### config.mk
export PLATFORM = sky130hd
export DESIGN_NAME = mouse_motion_accumulator
export DESIGN_NICKNAME = d
export VERILOG_FILES = /design/src/rtl/mouse_pkg.sv /design/src/rtl/mouse_motion_accumulator_sat_accum.sv /design/src/rtl/mouse_motion_accumulator.sv
export SDC_FILE = /design/constraint.sdc
export NUM_CORES = 1
export LEC_CHECK = 0
export CORE_UTILIZATION = 35
export DETAILED_ROUTE_END_ITERATION = 10
export PLACE_DENSITY_LB_ADDON = 0.2
export SKIP_LAST_GASP = 1
export SYNTH_ARGS = -nofsm -noshare
export SYNTH_HDL_FRONTEND = slang
export SYNTH_SLANG_ARGS = --single-unit
### constraint.sdc
create_clock -name clk -period 18.5 [get_ports clk]
set_input_delay 1.85 -clock clk [delete_from_list [all_inputs] [get_ports clk]]
set_output_delay 1.85 -clock clk [all_outputs]
set_load 0.01 [all_outputs]
### src/rtl/mouse_pkg.sv
// Shared types and constants for the mouse motion accumulator.
package mouse_pkg;
  typedef enum logic {IDLE = 1'b0, OFFER = 1'b1} state_t;

  localparam int HID_MAX          = 127;
  localparam int HID_MIN          = -127;
  localparam int DEF_INTERVAL_CYC = 48000;
endpackage

### src/rtl/mouse_motion_accumulator_sat_accum.sv
// One axis: saturating signed accumulator with HID clamp-and-subtract on load.
module sat_accum
  import mouse_pkg::*;
#(
  parameter int ACC_W = 16
) (
  input  logic              clk,
  input  logic              rst_n,
  input  logic              flush,
  input  logic              add,
  input  logic              load,
  input  logic signed [7:0] delta,
  output logic signed [7:0] clamped,
  output logic              sat,
  output logic              nonzero
);
  localparam logic signed [ACC_W-1:0] MAXV = {1'b0, {(ACC_W-1){1'b1}}};
  localparam logic signed [ACC_W-1:0] MINV = {1'b1, {(ACC_W-1){1'b0}}};
  localparam logic signed [ACC_W-1:0] HI   = ACC_W'(HID_MAX);
  localparam logic signed [ACC_W-1:0] LO   = ACC_W'(HID_MIN);

  logic signed [ACC_W-1:0] acc, clamp_w, base, nxt;
  logic signed [ACC_W:0]   sum, dext;
  logic                    ovf_hi, ovf_lo;

  always_comb begin
    clamp_w = acc;
    if (acc > HI)      clamp_w = HI;
    else if (acc < LO) clamp_w = LO;
  end

  // The load residual and the new delta are summed in one extra bit so a
  // single clamp covers both.
  assign base    = load ? acc - clamp_w : acc;
  assign dext    = add ? (ACC_W+1)'(delta) : '0;
  assign sum     = {base[ACC_W-1], base} + dext;
  assign ovf_hi  = ~sum[ACC_W] &  sum[ACC_W-1];
  assign ovf_lo  =  sum[ACC_W] & ~sum[ACC_W-1];
  assign nxt     = ovf_hi ? MAXV : (ovf_lo ? MINV : sum[ACC_W-1:0]);
  assign sat     = ovf_hi | ovf_lo;
  assign clamped = clamp_w[7:0];
  assign nonzero = |acc;

  always_ff @(posedge clk or negedge rst_n) begin
    if (!rst_n)     acc <= '0;
    else if (flush) acc <= '0;
    else            acc <= nxt;
  end
endmodule

### src/rtl/mouse_motion_accumulator.sv
// Integrates motion/button events and offers one HID-range report per interval.
module mouse_motion_accumulator
  import mouse_pkg::*;
#(
  parameter int ACC_W        = 16,
  parameter int INTERVAL_CYC = DEF_INTERVAL_CYC
) (
  input  logic              clk,
  input  logic              rst_n,
  input  logic              in_valid,
  input  logic signed [7:0] in_dx,
  input  logic signed [7:0] in_dy,
  input  logic [2:0]        in_buttons,
  input  logic              usb_configured,
  output logic              out_valid,
  input  logic              out_ready,
  output logic signed [7:0] out_x,
  output logic signed [7:0] out_y,
  output logic [2:0]        out_buttons,
  output logic              sat_flag
);
  localparam int CW = (INTERVAL_CYC > 1) ? $clog2(INTERVAL_CYC) : 1;

  state_t            state;
  logic [CW-1:0]     cnt;
  logic              tick_pend, wrap, pending, load, add, flush;
  logic [2:0]        btn, last_btn;
  logic signed [7:0] cx, cy;
  logic              sat_x, sat_y, nz_x, nz_y;

  assign flush   = ~usb_configured;
  assign add     = in_valid & usb_configured;
  assign wrap    = (cnt == CW'(INTERVAL_CYC - 1));
  assign pending = nz_x | nz_y | (btn != last_btn);
  assign load    = (state == IDLE) & tick_pend & pending & usb_configured;

  sat_accum #(.ACC_W(ACC_W)) u_acc_x (
    .clk(clk), .rst_n(rst_n), .flush(flush), .add(add), .load(load),
    .delta(in_dx), .clamped(cx), .sat(sat_x), .nonzero(nz_x)
  );

  sat_accum #(.ACC_W(ACC_W)) u_acc_y (
    .clk(clk), .rst_n(rst_n), .flush(flush), .add(add), .load(load),
    .delta(in_dy), .clamped(cy), .sat(sat_y), .nonzero(nz_y)
  );

  always_ff @(posedge clk or negedge rst_n) begin
    if (!rst_n) begin
      state       <= IDLE;
      cnt         <= '0;
      tick_pend   <= 1'b0;
      btn         <= '0;
      last_btn    <= '0;
      out_valid   <= 1'b0;
      out_x       <= '0;
      out_y       <= '0;
      out_buttons <= '0;
      sat_flag    <= 1'b0;
    end else begin
      cnt <= wrap ? '0 : cnt + 1'b1;
      if (!usb_configured) begin
        state     <= IDLE;
        out_valid <= 1'b0;
        tick_pend <= 1'b0;
        sat_flag  <= 1'b0;
        last_btn  <= '0;
      end else begin
        if (in_valid)      btn      <= in_buttons;
        if (sat_x | sat_y) sat_flag <= 1'b1;
        // A tick landing on the load cycle is kept for the next report.
        tick_pend <= (tick_pend & ~load) | wrap;
        case (state)
          IDLE: if (load) begin
            out_x       <= cx;
            out_y       <= cy;
            out_buttons <= btn;
            last_btn    <= btn;
            out_valid   <= 1'b1;
            state       <= OFFER;
          end
          OFFER: if (out_ready) begin
            out_valid <= 1'b0;
            state     <= IDLE;
          end
          default: state <= IDLE;
        endcase
      end
    end
  end
endmodule

---- Word-level counts from Yosys, hierarchy flattened ----
Index checks and enable logic that the tools add are counted.
W data, S select, Z words.
storage, ports and cells
  output and inout bits ................... 21
  register bits after elaboration ......... 77
  logic and storage cells ................. 84
  input port bits ......................... 24
cells by class
  order comparisons ....................... 4
  mux-type cells .......................... 29
  reduce and logical (&&, ||, !) cells .... 6
  bitwise operators ....................... 21
  eq/ne operators ......................... 7
  add/subtract/negate cells ............... 5
operators by type and width
  operator                 number
  $mux W16                 13
  $add A17 B17 Y17         2
  $mux W17                 2
  $gt A16 B8 Y1 const B    2
  $lt A16 B8 Y1 const B    2
  $reduce_or A16 Y1        2
  $sub A16 B16 Y16         2
  $add A16 B1 Y16 const B  1
  $eq A16 B16 Y1 const B   1
  $and A1 B1 Y1            9
  $mux W1                  9
  $mux W3                  3
  $ne A3 B3 Y1 const B     2
  $not A1 Y1               6
  $or A1 B1 Y1             6
  $reduce_and A2 Y1        3
  $ne A2 B1 Y1 const B     2
  $pmux W1 S2              2
  $ne A3 B3 Y1             1
  $reduce_and A3 Y1        1
  $ne A2 B2 Y1 const B     1

---- Longest topological paths before layout ----
  depth after elaboration ................. 13
  gate-level depth with buffers ........... 29
  depth with buffers taken out ............ 28

---- Cells and area by module ----
A second synthesis with hierarchy kept.
second synthesis, totals
  cell total of the unflattened synthesis .. 825
  area total of the unflattened synthesis .. 7169.4 um^2
by module, submodules not included
  module                    area each (um^2)  cells each  times used  sequential area each (um^2)
  sat_accum (u_acc_y)       2598.7            335         1           400.4
  sat_accum (u_acc_x)       2542.4            335         1           400.4
  mouse_motion_accumulator  2028.2            155         1           1126.1

---- Worst setup path before layout ----
No wires, ideal clock.
  path type ............................... register -> register
  start point ............................. register u_acc_x.acc[5]
  end point ............................... register u_acc_x.acc[10]
  path slack .............................. 12697 ps
  setup time .............................. 119 ps
  clock period less this slack ............ 5803 ps
  stages on the path, launching flop included .. 28
  arrival ................................. 5684 ps
  required time ........................... 18381 ps
  buffers on the path ..................... 1
  cell sequence ........................... dfrtp_1 -> or4_1 -> nor4_1 -> nor3_1 -> nand4_1 -> ha_1 -> clkinv_1 -> a21oi_1 -> inv_1 -> fa_1 -> nor2b_1 -> nor2_1 -> o22ai_1 -> a211oi_1 -> o21ai_0 -> a31o_2 -> a21oi_1 -> xor2_1 -> o21ai_0 -> ha_1 -> nand2_1 -> o311ai_0 -> mux2i_1 -> and3_1 -> ha_1 -> clkbuf_1 -> nor2_1 -> o21a_1
on the way
  elaborated cells between the ends (all ways) .. 19
  those cells by class .................... add/sub: 2; order compare: 2; mux: 6; bitwise: 8; reduce/logical: 1
RTL lines
  what                    RTL line                                  source
  start, declared         mouse_motion_accumulator_sat_accum.sv:22  logic signed [ACC_W-1:0] acc, clamp_w, base, nxt;
  start signal, assigned  mouse_motion_accumulator_sat_accum.sv:47  else acc <= nxt;
  $lt A16 B8 Y1           mouse_motion_accumulator_sat_accum.sv:29  else if (acc < LO) clamp_w = LO;
  $mux W16                mouse_motion_accumulator_sat_accum.sv:29
  $mux W16 *              mouse_motion_accumulator_sat_accum.sv:28  if (acc > HI) clamp_w = HI;
  named net cx[1]         mouse_motion_accumulator.sv:28            logic signed [7:0] cx, cy;
  $sub A16 B16 Y16 *      mouse_motion_accumulator_sat_accum.sv:34  assign base = load ? acc - clamp_w : acc;
  $mux W16 *              mouse_motion_accumulator_sat_accum.sv:34
  $add A17 B17 Y17 *      mouse_motion_accumulator_sat_accum.sv:36  assign sum = {base[ACC_W-1], base} + dext;
  $not A1 Y1              mouse_motion_accumulator_sat_accum.sv:38  assign ovf_lo = sum[ACC_W] & ~sum[ACC_W-1];
  $and A1 B1 Y1           mouse_motion_accumulator_sat_accum.sv:38
  $mux W16                mouse_motion_accumulator_sat_accum.sv:39  assign nxt = ovf_hi ? MAXV : (ovf_lo ? MINV : sum[ACC_W-1:0]);
  $mux W16 *              mouse_motion_accumulator_sat_accum.sv:39
  $mux W16 *              mouse_motion_accumulator_sat_accum.sv:46  else if (flush) acc <= '0;
The timed path passes the listed nets; every way through them passes the cells marked *.
A chain may end at the register's enable or synchronous reset.

---- Worst setup path in the final report ----
  start point ............................. register u_acc_x.acc[3]
  end point ............................... register u_acc_x.acc[2]
Same word-level chain as after synthesis.

==> flow_summary.yaml <==
global_routing:
  grt_pass1_vias: 5534
  track_usage_pct: 17.4
  grt_max_degree: 72
  globalRouteOverflowTotal: 0
  grt_pass1_wl_mm: 27.6
  antenna_found_initial: 0
sta:
  fin_crit_sh_pct: 41.1
  fin_tns_setup_ns: 0
  setup_viol: 0
  hold_viol_final: 0
  fmax_mhz: 131
  timing.final.ws_setup_ns: 10.89
  whs_ns: 0.477
  relSlewSlack_pct: 36.4
  tightest_slew_ns: 0.954
  grt_setup_unrepaired: "no"
  skew_ns: 0.00701
  period_needed_ns: 7.61
  slew_viol_final: 0
yosys:
  ys_warn_count: 0
  synthSimpleGateAreaFrac_pct: 20.7
  ys_ff_latch: 77
  muxShareOfSynthArea_pct: 2.25
  synthAdderAreaFrac_pct: 12.9
  syn_nets: 920
  ys.flop_type: "dfrtp_1"
  synth_top_cells_by_count: "nand2_1 (93), o21ai_0 (84), dfrtp_1 (77)"
  yosys.area.top_type: "dfrtp_1"
  synth_top_family_by_area: "compound AO/OA/AOI/OAI gates"
  synth_compound_area_share_pct: 23.2
  postSynthAreaPerCell_um2: 8.11
  async_flop_share_pct: 100
  synth.most_common_cell: "nand2_1"
  synth_area_um2: 6730
  synth-edff-count: 0
  synthCells: 829
  synth_xor_area_share_pct: 8.07
  synthTopCellsByArea: "dfrtp_1 (29%), ha_1 (12%), o21ai_0 (6.3%)"
  ys_seq_area_share_pct: 28.6
  synth_top_area_share_pct: 28.6
  synth_cell_types: 62
finish:
  fill_cells: 1946
  utilization_pct: 40.7
  num_antenna_cells: 0
  final_area_um2: 7640
  instances_no_fill: 1095
  nets: 947
  drive_above_1_share_pct: 5.34
  areaGrowthSynthToFinish_pct: 13.5
critical_path:
  required_ns: 18.74
  arrival_ns: 7.85
  slowest_stage: "nor4_1"
  r2r_start: "u_acc_x.acc[3]"
  crit_start: "u_acc_x.acc[3]"
  critPathKind: "reg2reg"
  cp-start-kind: "flop"
  slowest_delay_ns: 0.57
  cp_max_fo: 15
  cp-end-kind: "flop"
die:
  rows: 50
  io-pin-count: 45
  die_w_um: 141
  die_area_um2: 19800
  start_util_pct: 35.8
  die_y_um: 141
  core_area_um2: 18800
placed_design:
  dp_slack_ns: 10.98
  placed_area_um2: 7350
  routabilityCongestion: 0.811
  dp.cells: 1079
  hpwl_mm: 11.8
  io_buffer_count: 44
routing:
  totalWireLength_mm: 16.2
  firstDrtPassIters: 5
  ant_nets: 0
  via_per_inst: 5.25
  vias: 5747
  wl_per_cell_um: 14.8
  drc: 0
  drtIter0Drc: 324
power:
  leakagePower_nw: 3.36
  total_power_mw: 0.827
  vdd_drop_max_uv: 44.2
  powerDensity_nw_per_um2: 108
clock_tree:
  ctsHoldBuffers: 0
  cts_tree: "built"
  clkLatencyLatePin_ns: 0.35
  max-clock-path-buffers: 2
  cts_resized: 0
  cts-root-buf: "clkbuf_16"
  clk_pin_slew_ns: 0.07
  clock-sinks: 77
  numCtsBuffers: 9
  h-tree-depth: 3
  post_cts_buffers: 0
flow_run:
  max-cap-violations: 0
outcome:
  outcome: "finished, final reports clean"
worst_hold_path:
  hp-start: "out_x[4]"
  hold_class: "reg2reg"
[critical path, delay by kind of cell, from the launching register on]
kind	cells	cell delay, ns
AOI/OAI and AO/OA	9	2.24
xor gates and xnor gates	1	0.14
adders and majority gates	4	1.75
buffers and inverters	2	0.51
DFF	1	0.50
and+or+nand+nor	9	2.36
[worst paths after layout]
| check | to | slack, ns | cells after the start |
|---|---|---|---|
| min in group asynchronous | out_x[5] | 1.32 | 1 |
| max in group asynchronous | sat_flag | 16.08 | 2 |
| setup reg to reg | u_acc_x.acc[2] | 10.89 | 25 |
| setup / recovery | u_acc_x.acc[2] | 10.89 | 25 |
| hold / removal | out_x[4] | 0.48 | 2 |
| hold reg to reg | out_x[4] | 0.48 | 2 |
[cell usage in the layout (no fill, tap or decap), types with 11 or more instances in the layout]
| cell | instances |
|---|---|
| a21oi_1 | 57 |
| o21a_1 | 33 |
| ha_1 | 63 |
| xnor2_1 | 26 |
| nand2_1 | 92 |
| nor2b_1 | 20 |
| o21ai_0 | 84 |
| nor2_1 | 63 |
| dfrtp_1 | 77 |
| xor2_1 | 36 |
| inv_1 | 36 |
| and3_1 | 19 |
| o31ai_1 | 11 |
| nor3_1 | 22 |
| clkdlybuf4s50_1 | 42 |
| nand3_1 | 24 |
[metal layers]
| layer | global-route usage (%) | vias up | wire length [µm] |
|---|---|---|---|
| met3 | 2.04 | 14 | 330 |
| met1 | 24.6 | 2669 | 8360 |
| met4 | 6.41 | 0 | 247 |
| li1 | - | 3004 | - |
| met2 | 27.4 | 60 | 7240 |
| met5 | 0 | - | 0 |
[state kept, by name, indices dropped and copies added (netlist names)]
name	count
cnt	16
state	1
out_x	8
sat_flag	1
u_acc_x.acc	16
out_buttons	3
u_acc_y.acc	16
tick_pend	1
btn	3
out_y	8
last_btn	3
out_valid	1
[power breakdown]
| group | internal, mW | leakage, nW | switching (mW) | total, mW |
|---|---|---|---|---|
| Clock | 0.0945 | 0.146 | 0.0820 | 0.176 |
| Sequential | 0.192 | 1.01 | 0.0360 | 0.228 |
| Combinational | 0.184 | 2.20 | 0.238 | 0.422 |
| Total | 0.471 | 3.36 | 0.356 | 0.827 |
[cell type report]
type                            count  area [µm²]  share of cell area, %
Tap cell                          234         293                   3.83
Timing Repair Buffer               49         470                   6.16
Multi-Input combinational cell    681        4510                   59.1
Inverter                           38         143                   1.87
Clock buffer                        9         225                   2.95
Sequential cell                    77        1930                   25.2
Clock inverter                      7        65.1                  0.852
[cell families (layout without fill, tap and decap cells)]
| group | count (synthesis) | in the layout |
|---|---|---|
| compound gates | 248 | 248 |
| xor+xnor | 62 | 62 |
| fa+ha+maj | 67 | 67 |
| buf+inv | 71 | 103 |
| flops | 77 | 77 |
| mux | 14 | 14 |
| simple gates | 290 | 290 |
(Power assumes the default switching activity.)
